## src/rtl/cpu_ctrl_pkg.sv

```systemverilog
// Shared definitions for the hard-wired control sequencer: state encoding,
// opcode class, opcode map and instruction-register field positions.
package cpu_ctrl_pkg;

    typedef enum logic [3:0] {
        RST, T0, T1, T2, T3, T4, T5, T6, HALT, STEPWAIT
    } state_t;

    typedef enum logic [2:0] {
        CLS_ALU, CLS_MULDIV, CLS_UNARY, CLS_NOP, CLS_HALT, CLS_ILLEGAL
    } op_class_t;

    localparam int OP_MSB = 31;
    localparam int OP_LSB = 27;
    localparam int RA_MSB = 26;
    localparam int RA_LSB = 23;
    localparam int RB_MSB = 22;
    localparam int RB_LSB = 19;
    localparam int RC_MSB = 18;
    localparam int RC_LSB = 15;

    localparam logic [4:0] OP_ADD  = 5'b00011;
    localparam logic [4:0] OP_SUB  = 5'b00100;
    localparam logic [4:0] OP_AND  = 5'b00101;
    localparam logic [4:0] OP_OR   = 5'b00110;
    localparam logic [4:0] OP_ROR  = 5'b00111;
    localparam logic [4:0] OP_ROL  = 5'b01000;
    localparam logic [4:0] OP_SHR  = 5'b01001;
    localparam logic [4:0] OP_SHRA = 5'b01010;
    localparam logic [4:0] OP_SHL  = 5'b01011;
    localparam logic [4:0] OP_MUL  = 5'b01111;
    localparam logic [4:0] OP_DIV  = 5'b10000;
    localparam logic [4:0] OP_NEG  = 5'b10001;
    localparam logic [4:0] OP_NOT  = 5'b10010;
    localparam logic [4:0] OP_NOP  = 5'b11010;
    localparam logic [4:0] OP_HALT = 5'b11011;

endpackage

```

## src/rtl/control_sequencer_opcode_decoder.sv

```systemverilog
// Combinational opcode classifier: maps the 5-bit opcode field onto the
// execution path it takes through the sequencer.
module opcode_decoder
    import cpu_ctrl_pkg::*;
(
    input  logic [4:0] opcode,
    output op_class_t  op_class
);

    always_comb begin
        unique case (opcode)
            OP_ADD, OP_SUB, OP_AND, OP_OR, OP_ROR,
            OP_ROL, OP_SHR, OP_SHRA, OP_SHL: op_class = CLS_ALU;
            OP_MUL, OP_DIV:                  op_class = CLS_MULDIV;
            OP_NEG, OP_NOT:                  op_class = CLS_UNARY;
            OP_NOP:                          op_class = CLS_NOP;
            OP_HALT:                         op_class = CLS_HALT;
            default:                         op_class = CLS_ILLEGAL;
        endcase
    end

endmodule

```

## src/rtl/control_sequencer.sv

```systemverilog
// Moore fetch/execute sequencer for register-register instructions.
// Optional single-step mode is enabled by defining STEP_MODE_EN.
module control_sequencer
    import cpu_ctrl_pkg::*;
#(
    parameter int OPW  = 5,
    parameter int CNTW = 16
) (
    input  logic            Clock,
    input  logic            Reset_n,
    input  logic [31:0]     IR,
    input  logic            MemReady,
    input  logic            Stop,
    input  logic            Step,
    output logic            PCout,
    output logic            Zlowout,
    output logic            ZHighout,
    output logic            MDRout,
    output logic            MARin,
    output logic            PCin,
    output logic            MDRin,
    output logic            IRin,
    output logic            Yin,
    output logic            Zin,
    output logic            LOin,
    output logic            HIin,
    output logic            IncPC,
    output logic            Read,
    output logic            Gra,
    output logic            Grb,
    output logic            Grc,
    output logic            Rin,
    output logic            Rout,
    output logic [OPW-1:0]  operation,
    output logic            Run,
    output logic            IllegalOp,
    output logic [CNTW-1:0] InstrCount
);

    state_t          state_q, state_d;
    op_class_t       ir_class, class_q;
    logic [OPW-1:0]  op_q;
    logic            stop_q;
    logic            illegal_q;
    logic [CNTW-1:0] count_q;
    logic            end_of_instr;
    state_t          resume_state;
    logic            step_go;

    // Register selects come from IR fields downstream; only the opcode is used here.
    logic unused_ir_fields;
    assign unused_ir_fields = ^IR[RA_MSB:0];

    opcode_decoder u_decoder (
        .opcode   (IR[OP_MSB:OP_LSB]),
        .op_class (ir_class)
    );

`ifdef STEP_MODE_EN
    logic [2:0] step_sync_q;

    always_ff @(posedge Clock or negedge Reset_n) begin
        if (!Reset_n) step_sync_q <= '0;
        else          step_sync_q <= {step_sync_q[1:0], Step};
    end

    assign step_go      = step_sync_q[1] & ~step_sync_q[2];
    assign resume_state = STEPWAIT;
`else
    logic unused_step;
    assign unused_step  = Step;
    assign step_go      = 1'b0;
    assign resume_state = T0;
`endif

    always_comb begin
        // NOTE: every always_comb output gets a default first so no path can infer a latch.
        state_d      = state_q;
        end_of_instr = 1'b0;
        case (state_q)
            RST: state_d = T0;
            T0:  state_d = T1;
            T1:  if (MemReady) state_d = T2;
            T2: begin
                if (ir_class inside {CLS_ALU, CLS_MULDIV, CLS_UNARY}) state_d = T3;
                else end_of_instr = 1'b1;
            end
            T3:  state_d = T4;
            T4: begin
                if (class_q == CLS_UNARY) end_of_instr = 1'b1;
                else state_d = T5;
            end
            T5: begin
                if (class_q == CLS_MULDIV) state_d = T6;
                else end_of_instr = 1'b1;
            end
            T6:  end_of_instr = 1'b1;
            HALT: state_d = HALT;
            STEPWAIT: begin
                if (stop_q)       state_d = HALT;
                else if (step_go) state_d = T0;
            end
            default: state_d = RST;
        endcase
        if (end_of_instr)
            state_d = (stop_q || (state_q == T2 && ir_class == CLS_HALT)) ? HALT : resume_state;
    end

    always_ff @(posedge Clock or negedge Reset_n) begin
        // NOTE: state is updated with non-blocking assignments so every flop samples pre-edge values.
        if (!Reset_n) begin
            state_q   <= RST;
            op_q      <= '0;
            class_q   <= CLS_NOP;
            stop_q    <= 1'b0;
            illegal_q <= 1'b0;
            count_q   <= '0;
        end else begin
            state_q   <= state_d;
            illegal_q <= (state_q == T2) && (ir_class == CLS_ILLEGAL);
            if (Stop) stop_q <= 1'b1;
            if (state_q == T2) begin
                op_q    <= OPW'(IR[OP_MSB:OP_LSB]);
                class_q <= ir_class;
            end
            if (end_of_instr) count_q <= count_q + CNTW'(1);
        end
    end

    always_comb begin
        {PCout, Zlowout, ZHighout, MDRout, MARin, PCin, MDRin, IRin} = '0;
        {Yin, Zin, LOin, HIin, IncPC, Read}                         = '0;
        {Gra, Grb, Grc, Rin, Rout}                                   = '0;
        operation = '0;
        case (state_q)
            T0: {PCout, MARin, IncPC, Zin} = '1;
            T1: {Zlowout, PCin, Read, MDRin} = '1;
            T2: {MDRout, IRin} = '1;
            T3: begin
                {Grb, Rout} = '1;
                if (class_q == CLS_UNARY) begin
                    Zin       = 1'b1;
                    operation = op_q;
                end else begin
                    Yin = 1'b1;
                end
            end
            T4: begin
                if (class_q == CLS_UNARY) begin
                    {Zlowout, Gra, Rin} = '1;
                end else begin
                    {Grc, Rout, Zin} = '1;
                    operation = op_q;
                end
            end
            T5: begin
                Zlowout = 1'b1;
                if (class_q == CLS_MULDIV) LOin = 1'b1;
                else {Gra, Rin} = '1;
            end
            T6: {ZHighout, HIin} = '1;
            default: ;
        endcase
    end

    assign Run        = (state_q != RST) && (state_q != HALT);
    assign IllegalOp  = illegal_q;
    assign InstrCount = count_q;

endmodule

```

## config.mk

```make
export PLATFORM = sky130hd
export DESIGN_NAME = control_sequencer
export DESIGN_NICKNAME = d
export VERILOG_FILES = /design/src/rtl/cpu_ctrl_pkg.sv /design/src/rtl/control_sequencer_opcode_decoder.sv /design/src/rtl/control_sequencer.sv
export SDC_FILE = /design/constraint.sdc
export NUM_CORES = 1
export LEC_CHECK = 0
export BUFFER_PORTS_ARGS = -buffer_cell sky130_fd_sc_hd__buf_2
export CORE_UTILIZATION = 47
export DETAILED_ROUTE_END_ITERATION = 16
export PLACE_DENSITY = 0.86
export SETUP_SLACK_MARGIN = 0.5
export SLEW_MARGIN = 20
export SYNTH_ARGS = -nofsm -noshare
export SYNTH_HDL_FRONTEND = slang
export SYNTH_SLANG_ARGS = --single-unit
export TNS_END_PERCENT = 1
```

## constraint.sdc

```tcl
create_clock -name Clock -period 2.81 [get_ports Clock]
set_input_delay 0.1405 -clock Clock [delete_from_list [all_inputs] [get_ports Clock]]
set_output_delay 0.1405 -clock Clock [all_outputs]
set_load 0.01 [all_outputs]
```

; ---- Word-level counts from Yosys, hierarchy flattened
; Memories as Yosys holds them, arrays and structs flattened.
; Index checks and enable logic that the tools add are counted.
[word_totals]
inputBits = 37
memories = 1
register_bits = 30
mem_bits_ro = 96
out_inout_bits = 42
[classes]
add_sub_neg = 1
reduce_logical = 10
n_mux = 29
n_eq_ne = 22
[mem_list]
columns = memory, words, word_bits, rd, rd_clocked_by_memory_dff, write_ports, line
row1 = (no name shown), 32, 3, 1, 0, 0, control_sequencer_opcode_decoder.sv:11  ; unique case (opcode)
[ops]
columns = cell, n
row1 = case mux 4 bit (10 select lines), 1
row2 = 2-to-1 mux 4 bit, 7
row3 = "adder 16 x 1 -> 16 bit, second input constant", 1
row4 = "equality test 4 x 3 -> 1 bit, second input constant", 4
row5 = "!= test 3 bit, second input constant", 5
row6 = 2-to-1 mux 1 bit, 13
row7 = 2-to-1 mux 5 bit, 2
row8 = case mux 5 bit (2 select lines), 1
row9 = "equality test 4 x 2 -> 1 bit, second input constant", 2
row10 = "equality test 4 bit, second input constant", 2
row11 = "equality test 3 x 1 -> 1 bit, second input constant", 2
row12 = "equality test 3 x 2 -> 1 bit, second input constant", 2
row13 = "equality test 3 bit, second input constant", 2
row14 = case mux 1 bit (2 select lines), 3
row15 = AND reduction 6 bit, 1
row16 = "equality test 4 x 1 -> 1 bit, second input constant", 1
row17 = logical NOT 4 bit, 1
row18 = "!= test 4 bit, second input constant", 1
row19 = case mux 1 bit (4 select lines), 1
row20 = nonzero test 4 bit, 1
row21 = logical AND 1 bit, 3
row22 = logical NOT 3 bit, 1
row23 = case mux 1 bit (3 select lines), 1
row24 = nonzero test 3 bit, 1
row25 = 3 further kinds, 3

; ---- Logic depth before layout (Yosys ltp)
; Gate-level depths: netlist of the first run.
; An unclocked memory read counts as a cell.
[logic_depth]
ltp_word = 7
depth_mapped = 9
ltp_nobuf = 7

; ---- Cells and area by module
; From an unflattened synthesis of the first run, not the netlist that was laid out.
[hier_totals]
hier_cells = 183
area_unflattened_um2 = 1745.4
[by_module_without_submodules]
columns = mod, seq_area_each_um2, n_inst, area_each_um2, cells_each
row1 = control_sequencer, 753.2, 1, 1621.6, 166
row2 = opcode_decoder, 0.0, 1, 123.9, 17

; ---- Least setup slack after synthesis of the first run
; OpenSTA, ideal clock, no wires.
[synth_path]
kind = reg2reg
from = reg class_q[1]
to = reg count_q[1] (netlist: InstrCount[1])
t_required_ns = 2.685
arrival_ns = 1.867
setup_slack_ns = 0.818
synth_period_minus_slack_ns = 1.992
path_stages_with_launch = 6
path_cell_list = dfstp_2 nor3b_1 nor2_1 o22ai_4 or2_2 mux2_2
[synth_via]
elab_chain_len = 3
[synth_rtl]
columns = element, line
row1 = start: declaration, control_sequencer.sv:41  ; op_class_t ir_class, class_q;
row2 = start signal: assignment, control_sequencer.sv:124  ; class_q <= ir_class;
row3 = equality test 3 x 1 -> 1 bit or equality test 3 x 2 -> 1 bit (tied branches), "control_sequencer.sv:94, control_sequencer.sv:90"
row4 = 2-to-1 mux 1 bit (on tied branches), "control_sequencer.sv:94, control_sequencer.sv:90"
row5 = case mux 1 bit (4 select lines) (*), control_sequencer.sv:80  ; case (state_q)
row6 = end signal: assignment, control_sequencer.sv:126  ; if (end_of_instr) count_q <= count_q + CNTW'(1);
row7 = end: declaration, control_sequencer.sv:45  ; logic [CNTW-1:0] count_q;
; Every way passes the cells marked *; elsewhere a longest branch is shown, timed or not.
; A chain may end at the register's enable or synchronous reset.

; ---- Worst setup path in the final report of the first run
[layout_path]
from = reg state_q[3]
to = reg count_q[5] (netlist: InstrCount[5])
[layout_via]
elab_chain_len = 2
[layout_rtl]
columns = element, line
row1 = start: declaration, control_sequencer.sv:40  ; state_t state_q, state_d;
row2 = start signal: assignment, control_sequencer.sv:119  ; state_q <= state_d;
row3 = equality test 4 x 3 -> 1 bit or equality test 4 x 2 -> 1 bit (tied branches), control_sequencer.sv:80
row4 = case mux 1 bit (4 select lines) (*), control_sequencer.sv:80
; Marks and branches as above.

==> results of run 1 <==
cells by family (layout without fill, tap and decap cells):
logic type	after synthesis	count (layout)	share of synthesized area, %
AOI/OAI and AO/OA	37	37	15.0
muxes	1	1	0.632
xor gates and xnor gates	16	16	7.86
DFF	30	30	42.2
buffers and inverters	19	65	7.16
adders and majority gates	3	3	2.11
and+or+nand+nor	79	79	25.0
through the flow:
stage	utilization [%]	hold WS (ns)	cell area (um2)	total power, uW
floorplan	-	-0.155	1780	458
global placement	54.8	0.197	2000	477
detailed placement	54.8	0.207	2000	478
CTS	58.2	0.0367	2130	887
global route	58.3	0.0388	2130	913
finish	58.3	0.0424	2130	872
where the power goes:
group,internal (uW),switching [uW]
Sequential,434,2.22
Clock,247,154
Combinational,13.3,22.2
Total,694,178
worst max-delay path by stage:
stage	start	end	slack (ns)	cells past startpoint
after floorplan	class_q[1]$_DFFE_PN1P_	InstrCount[1]$_DFFE_PN0P_	0.82	5
after global routing	state_q[3]$_DFFE_PN0P_	InstrCount[13]$_DFFE_PN0P_	0.47	7
after global placement	class_q[1]$_DFFE_PN1P_	InstrCount[5]$_DFFE_PN0P_	0.65	6
after CTS	class_q[1]$_DFFE_PN1P_	operation[4]	0.61	5
after detailed placement	class_q[1]$_DFFE_PN1P_	InstrCount[5]$_DFFE_PN0P_	0.61	6
final	state_q[3]$_DFFE_PN0P_	InstrCount[5]$_DFFE_PN0P_	0.64	7
final cells by class:
type	instances	area (um2)	area share, %
multi-input cells	136	912	42.7
flip-flops and latches	30	753	35.3
repair buffers	55	290	13.6
clock buffers	8	110	5.16
well taps	48	60.1	2.81
inverters	2	8.76	0.410
synth_stat cells (all sizes together), types with 2 or more instances:
library cell   n
and3           5
nor2b          4
a31oi          2
ha             3
nor4b          2
nand2b         4
xnor2         16
nand2         23
o2111ai        9
dfstp          2
or2            5
o22ai          2
nor3           6
or3            4
o21ai         16
nor2           9
nor4           3
clkbuf         5
and2           5
a21o           2
buf           12
dfrtp         28
a21oi          4
layout by cell type, fill, tap and decap left out, types with 4 or more instances in the layout:
cell type / instances
xnor2_1: 16
buf_2: 50
o2111ai_1: 7
dfrtp_1: 28
and2_1: 5
and3_1: 5
buf_4: 4
or2_2: 5
nand2_1: 23
nor3_1: 5
nor2b_1: 4
o21ai_0: 9
nor2_1: 9
clkbuf_8: 8
o21ai_1: 6
registers in the layout (all words and copies together), names as in the netlist:
signal      flops
class_q         3
state_q         4
IllegalOp       1
op_q            5
stop_q          1
InstrCount     16
per-layer routing:
layer	track usage, %	share of wire, %	vias up
met5	0	0	-
met1	26.3	46	697
met3	6.16	5.2	9
li1	-	-	741
met2	30.3	46	42
met4	11.6	2.6	0
timing repair:
item | CTS | global route
endpoints found under the setup margin | 6 | 7
hold endpoints to repair | 28 | 0
resized for setup | 1 | 1
hold buffers | 1 | 0
==> results.py, run 1 <==
metrics = {
    "cts": {
        "clock_sinks": 30,
        "cts_max_level": 2,
        "root_buffer": "clkbuf_8",
        "clk_pin_slew_ns": 0.06,
        "cts_tree": "yes",
        "cts_setup_buffers": 0,
        "cts_buffer_depth": 2,
        "cts_inserted_buffers": 5,
        "clock_latency_ns": 0.28,
    },
    "route": {
        "drtIter0Drc": 75,
        "drcViolationCount": 0,
        "drt_first_pass_iters": 4,
        "vias": 1489,
        "antenna_left": 0,
        "routed_wl_mm": 3.51,
        "viasPerCell": 5.34,
        "wl_per_cell_um": 12.6,
    },
    "placement": {
        "dp_cells": 270,
        "hpwlAfterDp_mm": 2.52,
        "pre_cts_ws_ns": 0.614,
        "place_congestion": 0.819,
        "port_buffers": 50,
    },
    "power": {
        "powerDensity_nw_per_um2": 408,
        "vdd_drop_max_v": 0.000253,
        "leakage_uw": 0.00104,
    },
    "job": {
        "cap_violations": 0,
    },
    "grt": {
        "grt_usage_pct": 20.4,
        "grt_pass1_vias": 1437,
        "grt_max_degree": 31,
        "grt_pass1_wl_mm": 6.35,
        "antenna_found_initial": 0,
        "grt-ovfl-total": 0,
    },
    "worst_setup_path": {
        "cp_num_buf_inv": 2,
        "criticalPathCategory": "register to register",
        "cpMaxStageDelayCell": "or3_1",
        "required_ns": 2.97,
        "critPathLaunchType": "register",
        "crit_fanout": 17,
        "reg2reg_slack_ns": 0.64,
        "reg2reg_depth": 7,
        "arrival_ns": 2.33,
        "slowest_delay_ns": 0.60,
        "path_cells": "or3_1 -> clkinv_2 -> o21ai_2 -> o22ai_4 -> buf_4 -> o2111ai_1 -> xnor2_1",
        "worstReg2RegStart": "state_q[3]$_DFFE_PN0P_",
        "r2r-end": "InstrCount[5]$_DFFE_PN0P_",
        "path_delay_family": "simple AND/OR/NAND/NOR gates",
        "crit_path_end_kind": "register",
    },
    "synth": {
        "async_flop_share_pct": 100,
        "avgSynthCellArea_um2": 9.64,
        "synth-seq-area-share_pct": 42.2,
        "ys.flop_type": "dfrtp_1",
        "ys_seq_elements": 30,
        "synth_nets": 225,
        "synth-warning-count": 0,
        "yosys.area.top_type_share_pct": 39.3,
        "netlist_area_um2": 1780,
        "syn_inst": 185,
        "synth.distinct_cells": 47,
        "synth-edff-count": 0,
        "synth_area_leaders": "dfrtp_1 (39%), xnor2_1 (7.9%), nand2_1 (4.8%)",
        "yosys.area.top_type": "dfrtp_1",
    },
    "worst_hold_path": {
        "min_to": "stop_q$_DFFE_PN0P_",
        "min_path_type": "input port to register",
        "hold_start": "Stop",
        "hold_depth": 2,
    },
    "timing": {
        "setup_viol": 0,
        "fin_setup_tns_ns": 0,
        "finalCritPeriodShare_pct": 77.1,
        "slew_violations": 0,
        "max_freq_mhz": 462,
        "timing.final.ws_setup_ns": 0.644,
        "hold_viol_final": 0,
        "max_slew_margin_pct": 56.5,
        "tightestPinTransition_ns": 0.652,
        "skew_ns": 0.00145,
        "rsz0062_at_grt": "true",
        "min_period_ns": 2.17,
    },
    "layout": {
        "nFillCells": 331,
        "area_growth_pct": 19.7,
        "fin_nets": 270,
        "layout-drive-gt1-share_pct": 35.5,
        "instances_no_fill": 279,
        "num_antenna_cells": 0,
    },
    "die": {
        "die_x_um": 63.6,
        "fp.coreArea_um2": 3660,
        "die_area_um2": 4040,
        "rows": 22,
        "io_pins": 79,
        "start_util_pct": 48.7,
        "die_h_um": 63.6,
    },
    "status": {
        "status": "complete, no violations",
    },
}
No activity file was read; power rests on OpenSTA's default activity.
==> inputs of run 2 (changes only) <==
==> constraint.sdc (replaced) <==
create_clock -name Clock -period 2.2 [get_ports Clock]
set_input_delay 0.11 -clock Clock [delete_from_list [all_inputs] [get_ports Clock]]
set_output_delay 0.11 -clock Clock [all_outputs]
set_load 0.01 [all_outputs]
==> results.py, run 2 (synthesis gave the netlist of run 1 again) <==
metrics = {
    "status": {
        "status": "complete, no violations",
    },
    "layout": {
        "num_antenna_cells": 0,
        "instances_no_fill": 287,
        "largest_reg_flops": 16,
        "final_cell_mix": "buf_2 (44), dfrtp_1 (26), nand2_1 (23)",
        "layout_commonest_cell": "buf_2",
        "area_growth_pct": 29.5,
        "fin_nets": 278,
        "fin_area_um2": 2310,
        "layout-drive-gt1-share_pct": 41.0,
    },
    "worst_setup_path": {
        "arrival_ns": 2.07,
        "reg2reg_depth": 6,
        "worstReg2RegStart": "state_q[3]$_DFFE_PN0P_",
        "reg2reg_slack_ns": 0.32,
        "cp_num_buf_inv": 1,
        "path_cells": "nand2b_4 -> or3_4 -> o22ai_4 -> buf_12 -> o2111ai_1 -> xnor2_1",
        "crit_fanout": 14,
        "criticalPathCategory": "register to register",
        "startpoint": "state_q[3]$_DFFE_PN0P_",
        "r2r-end": "InstrCount[14]$_DFFE_PN0P_",
        "critPathLaunchType": "register",
        "required_ns": 2.39,
        "cpMaxStageDelayCell": "dfrtp_2",
        "path_delay_family": "simple AND/OR/NAND/NOR gates",
        "worst-path-stages": 6,
        "crit_path_end_kind": "register",
        "slowest_delay_ns": 0.42,
        "endpoint": "InstrCount[14]$_DFFE_PN0P_",
    },
    "grt": {
        "grt_pass1_vias": 1514,
        "grt_pass1_wl_mm": 6.89,
        "grt-ovfl-total": 0,
        "antenna_found_initial": 0,
        "grt_usage_pct": 22.1,
        "grt_max_degree": 31,
    },
    "power": {
        "netSwitchingFraction_pct": 21.3,
        "clock_power_share_pct": 46.5,
        "vdd_drop_max_v": 0.000367,
        "seqPwrFrac_pct": 49.5,
        "combPwrFrac_pct": 4.1,
        "internal_power_uw": 886,
        "powerDensity_nw_per_um2": 488,
        "switching_power_uw": 240,
        "leakage_uw": 0.00110,
        "finalPower_uw": 1130,
    },
    "timing": {
        "hold_viol_final": 0,
        "min_period_ns": 1.88,
        "fin_setup_tns_ns": 0,
        "setup_viol": 0,
        "tightestPinTransition_ns": 0.647,
        "finalCritPeriodShare_pct": 85.4,
        "timing.final.ws_setup_ns": 0.321,
        "max_slew_margin_pct": 56.9,
        "skew_ns": 0.00367,
        "max_freq_mhz": 532,
        "slew_violations": 0,
        "rsz0062_at_grt": "true",
    },
    "route": {
        "drt_first_pass_iters": 5,
        "wl_per_cell_um": 13.6,
        "drcViolationCount": 0,
        "vias": 1532,
        "drtIter0Drc": 67,
        "routed_wl_mm": 3.92,
        "antenna_left": 0,
        "viasPerCell": 5.34,
    },
    "cts": {
        "clk_pin_slew_ns": 0.06,
        "clock_latency_ns": 0.28,
        "cts_buffer_depth": 2,
        "root_buffer": "clkbuf_8",
        "clock_sinks": 30,
        "cts_tree": "yes",
        "cts_inserted_buffers": 5,
        "cts_max_level": 2,
    },
    "placement": {
        "place_congestion": 0.830,
        "pre_cts_ws_ns": 0.0749,
        "port_buffers": 50,
        "dpl_cell_area_um2": 2050,
        "dp_cells": 271,
        "hpwlAfterDp_mm": 2.69,
    },
    "worst_hold_path": {
        "min_path_type": "input port to register",
        "hold_depth": 2,
    },
    "die": {
        "start_util_pct": 48.7,
        "rows": 22,
        "fp.coreArea_um2": 3660,
        "die_area_um2": 4040,
        "io_pins": 79,
        "die_h_um": 63.6,
        "die_x_um": 63.6,
    },
    "job": {
        "cap_violations": 0,
    },
}
run 2: cell count changes in the layout (fill, tap and decap cells not counted), moves of 2 or more:
cell     previous run  this run
buf_2              50        44
buf_6               0         6
and2_1              5         0
and2_4              0         5
buf_4               4         9
buf_12              0         3
dfrtp_1            28        26
dfrtp_2             0         2
or2_2               5         3
or2_4               0         2
run 2: metal layers:
metal / routed length (um) / vias to the layer above / track usage, %
met5: 0 / - / 0
met1: 1820 / 717 / 27.5
met4: 116 / 0 / 13.6
li1: - / 753 / -
met3: 153 / 13 / 5.07
met2: 1820 / 49 / 34.4
run 2: timing repair:
action,4_1_cts,5_1_grt
pin swaps,9,2
hold buffers,1,0
setup endpoints to repair,28,32
endpoints found under the hold margin,28,0
buffers inserted,7,0
resized for setup,17,0
run 2: worst min path at each step:
stage                  from                          to  slack (ns)
floorplan           Reset_n         IllegalOp$_DFF_PN0_       -0.19
global placement    Reset_n  InstrCount[14]$_DFFE_PN0P_        0.17
detailed placement  Reset_n  InstrCount[10]$_DFFE_PN0P_        0.18
CTS                    Stop          stop_q$_DFFE_PN0P_       0.004
global route           Stop          stop_q$_DFFE_PN0P_       0.006
finish                 Stop          stop_q$_DFFE_PN0P_        0.01
run 2: cell type report:
cell class              instances  area, um2
inverters                       2       12.5
clock buffers                   8        110
flip-flops and latches         30        756
fillers                       299       1350
repair buffers                 63        425
well taps                      48       60.1
multi-input cells             136        945
run 2: power by group through the flow:
stage / sequential [uW] / clock (uW) / combinational, uW
final: 557 / 523 / 45.7
after global routing: 557 / 566 / 53.1
after CTS: 557 / 538 / 46.5
after detailed placement: 566 / 0 / 45.1
after global placement: 566 / 0 / 43.4
after floorplan: 566 / 0 / 19.8
run 2: metrics by stage:
step	util, %	hold WS, ns
CTS	63.1	0.00395
floorplan	-	-0.186
global placement	56.0	0.169
global route	63.1	0.00640
detailed placement	56.0	0.183
finish	63.1	0.0117
run 2: worst reg2reg max path: cells and delay by family (launching register included):
kind / cells / cell delay, ns
AO/OA/AOI/OAI: 2 / 0.37
AND/OR/NAND/NOR: 2 / 0.58
buffers and inverters: 1 / 0.17
flip-flops: 1 / 0.42
XOR/XNOR: 1 / 0.24
